**src/rtl/irq_flag_sched.sv**
```systemverilog
// Interrupt flag scheduler: reset-dominant flag latches, masked fixed-priority grant,
// and the active-low IRQ / acknowledge / clear handshake into the core.
module irq_flag_sched #(
  parameter int N  = 4,
  parameter int VW = (N > 1) ? $clog2(N) : 1
) (
  input  logic          CLK,
  input  logic          n_RES,
  input  logic [N-1:0]  SET,
  input  logic [N-1:0]  CLR,
  input  logic [N-1:0]  MASK,
  input  logic          ACK,
  output logic          n_IRQ,
  output logic [VW-1:0] VEC,
  output logic          BUSY,
  output logic [N-1:0]  FLAGS
);

  localparam logic [1:0] S_IDLE   = 2'd0;
  localparam logic [1:0] S_ASSERT = 2'd1;
  localparam logic [1:0] S_CLEAR  = 2'd2;
  localparam logic [1:0] S_GAP    = 2'd3;

  logic [1:0]    r_state;
  logic [VW-1:0] r_vec;
  logic [N-1:0]  r_flags;
  logic [N-1:0]  w_pending;
  logic [VW-1:0] w_lowest;

  assign w_pending = r_flags & ~MASK;

  // Descending scan so the lowest pending index is the last one written.
  always_comb begin
    w_lowest = '0;
    for (int i = N - 1; i >= 0; i--)
      if (w_pending[i]) w_lowest = VW'(i);
  end

  // Any clear (software or handshake) beats a same-cycle set; the set is dropped.
  always_ff @(posedge CLK) begin
    if (!n_RES) begin
      r_flags <= '0;
    end else begin
      for (int i = 0; i < N; i++) begin
        if (CLR[i] || (r_state == S_CLEAR && r_vec == VW'(i)))
          r_flags[i] <= 1'b0;
        else if (SET[i])
          r_flags[i] <= 1'b1;
      end
    end
  end

  always_ff @(posedge CLK) begin
    if (!n_RES) begin
      r_state <= S_IDLE;
      r_vec   <= '0;
    end else begin
      case (r_state)
        S_IDLE: begin
          if (w_pending != '0) begin
            r_vec   <= w_lowest;
            r_state <= S_ASSERT;
          end
        end
        // ACK outranks withdrawal; no preemption by higher-priority arrivals.
        S_ASSERT: begin
          if (ACK)                  r_state <= S_CLEAR;
          else if (!w_pending[r_vec]) r_state <= S_GAP;
        end
        S_CLEAR: r_state <= S_GAP;
        default: r_state <= S_IDLE;
      endcase
    end
  end

  assign n_IRQ = (r_state != S_ASSERT);
  assign BUSY  = (r_state != S_IDLE);
  assign VEC   = r_vec;
  assign FLAGS = r_flags;

endmodule

```
**config.mk**
```make
export PLATFORM = sky130hd
export DESIGN_NAME = irq_flag_sched
export DESIGN_NICKNAME = d
export VERILOG_FILES = /design/src/rtl/irq_flag_sched.sv
export SDC_FILE = /design/constraint.sdc
export NUM_CORES = 1
export LEC_CHECK = 0
export CORE_MARGIN = 2
export CORE_UTILIZATION = 30
export CTS_CLUSTER_DIAMETER = 100
export DETAILED_ROUTE_END_ITERATION = 10
export PLACE_DENSITY = 0.65
export REMOVE_ABC_BUFFERS = 1
export SLEW_MARGIN = 25
export SYNTH_ARGS = -nofsm -noshare
export SYNTH_HDL_FRONTEND = slang
export SYNTH_SLANG_ARGS = --single-unit
export TNS_END_PERCENT = 1
```
**constraint.sdc**
```tcl
create_clock -name CLK -period 3.05 [get_ports CLK]
set_input_delay 0.4575 -clock CLK [delete_from_list [all_inputs] [get_ports CLK]]
set_output_delay 0.4575 -clock CLK [all_outputs]
set_load 0.005 [all_outputs]
```
==> results.sh <==
export IMPL_status="finished clean"
export IMPL_stdcell_area_um2=756
export IMPL_io_pins=23
export IMPL_holdPathEnd="r_state[0]"
export IMPL_drtPass1Iterations=4
export IMPL_area_delta_synth_final_pct=53.3
export IMPL_postCtsSetupBuffers=0
export IMPL_via_per_inst=5.13
export IMPL_ant_nets=0
export IMPL_die_h_um=44.5
export IMPL_yosys_area_top_type_share_pct=32.5
export IMPL_synth_common_cells="dfxtp_1, nor2_1, inv_1, nand2b_1"
export IMPL_cp_max_fo=4
export IMPL_min_from="r_state[0]"
export IMPL_synth_seq_cells=8
export IMPL_syn_cell_area_um2=493
export IMPL_hp_class="reg2reg"
export IMPL_synth_ff_type="dfxtp_1"
export IMPL_clk_insertion_delay_late_ns=0.25
export IMPL_h_tree_depth=1
export IMPL_ys_top_cells_by_area="dfxtp_1, ha_1, nand2b_1"
export IMPL_critPathMaxStageDelay_ns=0.52
export IMPL_crit_path_start_kind="register"
export IMPL_max_vdd_ir_drop_mv=0.310
export IMPL_synthCells=60
export IMPL_synth_edf_count=0
export IMPL_antenna_cells=0
export IMPL_grt_start_max_net_pins=11
export IMPL_r2r_setup_slack_ns=1.55
export IMPL_top_layer_used="met4"
export IMPL_final_core_utilization_pct=49.6
export IMPL_fp_coreArea_um2=1520
export IMPL_routed_wl_um=1260
export IMPL_gp_congestion=0.737
export IMPL_path_buf_inv=3
export IMPL_yosysSeqAreaShare_pct=32.5
export IMPL_max_freq_mhz=483
export IMPL_cpMaxStageDelayCell="clkdlybuf4s50_1"
export IMPL_wl_per_cell_um=12.5
export IMPL_rsz0062_at_grt="false"
export IMPL_met2_length_um=633
export IMPL_path_class="reg2out"
export IMPL_post_synth_top_count_cell="dfxtp_1"
export IMPL_synth_top_cell_by_area="dfxtp_1"
export IMPL_powerDensity_nw_per_um2=535
export IMPL_cts_resized=0
export IMPL_clock_path_buffers=2
export IMPL_drv_slew=0
export IMPL_cp_required_ns=2.59
export IMPL_finalSetupTns_ns=0
export IMPL_drt_met1_wl_um=551
export IMPL_wl_met3_um=61
export IMPL_place_area_um2=733
export IMPL_initial_utilization_pct=32.3
export IMPL_crit_family="buffers and inverters"
export IMPL_setup_ws_ns=0.978
export IMPL_vias=518
export IMPL_dieArea_um2=1980
export IMPL_crit_path_frequent_cell="inv_1"
export IMPL_antenna_found_initial=0
export IMPL_power_uw=404
export IMPL_hold_viol_final=0
export IMPL_grt_pass1_vias=528
export IMPL_cts_hold_buf=0
export IMPL_clk_pin_slew_ns=0.06
export IMPL_tightest_slew_ns=0.309
export IMPL_grtUsageTotal_pct=15.3
export IMPL_min_path_cells=2
export IMPL_skew_ns=0.00173
export IMPL_port_buffers=22
export IMPL_finalNetCount=106
export IMPL_drt_initial_drc_count=11
export IMPL_rows=14
export IMPL_synthArstFlopShare_pct=0
export IMPL_leakage_uw=0.000299
export IMPL_drive_gt1_share_pct=5.88
export IMPL_endpoint_kind="output pin"
export IMPL_arrival_ns=1.61
export IMPL_ys_warn_count=0
export IMPL_drv_cap=0
export IMPL_drcViolationCount=0
export IMPL_rr_worst_depth=4
export IMPL_die_x_um=44.5
export IMPL_grt_pass1_wl_um=2180
export IMPL_min_period_ns=2.07
export IMPL_cts_buffers=3
export IMPL_grt_overflow=0
export IMPL_clock_root_buffer="clkbuf_4"
export IMPL_setup_viol=0
export IMPL_cts_sinks=8
export IMPL_preCtsSetupSlack_ns=1.12
export IMPL_timing_rr_end="r_state[0]"
export IMPL_r2r_start="VEC[0]"
export IMPL_cts_tree="yes"
export IMPL_ys_types=21
export IMPL_path_cells="inv_1 -> ha_1 -> inv_1 -> clkdlybuf4s50_1"
export IMPL_worst_slew_margin_rel_pct=79.4
export IMPL_finalCritPeriodShare_pct=67.9
export IMPL_syn_avg_cell_area_um2=8.22
export IMPL_hpwl_um=943
==> sequential cells by signal, indices dropped and copies added (netlist names) <==
signal and count:
VEC 2, r_state 2, FLAGS 4
==> kinds of logic (layout without fill, tap and decap cells) <==
group / count (synthesis) / in the layout / synth area share [%]
and+or+nand+nor: 31 / 31 / 36.0
AOI/OAI and AO/OA: 9 / 9 / 12.7
DFF: 8 / 8 / 32.5
buffers and inverters: 6 / 31 / 4.57
adders and majority gates: 4 / 4 / 10.2
muxes: 2 / 2 / 4.06
==> routing by layer <==
layer,track usage [%],vias up
met5,0,-
met4,3.64,0
met3,6.12,2
met2,27.5,16
met1,16.4,239
li1,-,261
==> layout make-up <==
type                    instances  area, µm²
fillers                       158        768
multi-input cells              46        310
repair buffers                 22        220
flip-flops and latches          8        160
clock buffers                   3       22.5
inverters                       6       22.5
well taps                      16       20.0
==> worst min-delay path, stage by stage, from the launching register on <==
cell     delay [ns]
dfxtp_1        0.34
nand2_1        0.06
mux2i_1        0.05
==> through the flow <==
stage | hold slack [ns] | cells
after floorplan | 0.468 | 60
after global placement | 0.491 | 98
after detailed placement | 0.499 | 98
after CTS | 0.506 | 101
after global routing | 0.529 | 101
final | 0.505 | 101
==> worst max-delay path by stage <==
| stage | startpoint | cells past startpoint | endpoint |
|---|---|---|---|
| global placement | MASK[2] | 5 | r_state[1] |
| detailed placement | MASK[0] | 5 | r_state[0] |
| CTS | r_state[0] | 4 | BUSY |
| finish | r_state[0] | 4 | BUSY |
| global route | r_state[0] | 4 | BUSY |
| floorplan | MASK[0] | 4 | r_state[0] |
==> layout by cell type (no fill, tap or decap) <==
cell	netlist	routed
clkdlybuf4s50_1	0	22
dfxtp_1	8	8
nor2_1	6	6
inv_1	5	5
nand2b_1	5	5
nor4_1	4	4
nand2_1	4	4
a21oi_1	4	4
ha_1	4	4
clkbuf_4	0	3
and3_1	2	2
nor3b_1	2	2
nand4_1	2	2
nand3b_1	2	2
or3b_1	2	2
a211o_1	2	2
mux2i_1	2	2
inv_2	1	1
o211a_2	1	1
nor3_1	1	1
a21bo_1	1	1
nor2b_1	1	1
o21ai_0	1	1
==> report_power, final <==
group	leakage (µW)	switching [µW]	internal, µW
Clock	0.0000138	37.6	45.1
Sequential	0.0000657	19.4	121
Combinational	0.000220	80.0	101
Total	0.000299	137	267
Note: power is estimated with default switching activity, not from simulation.
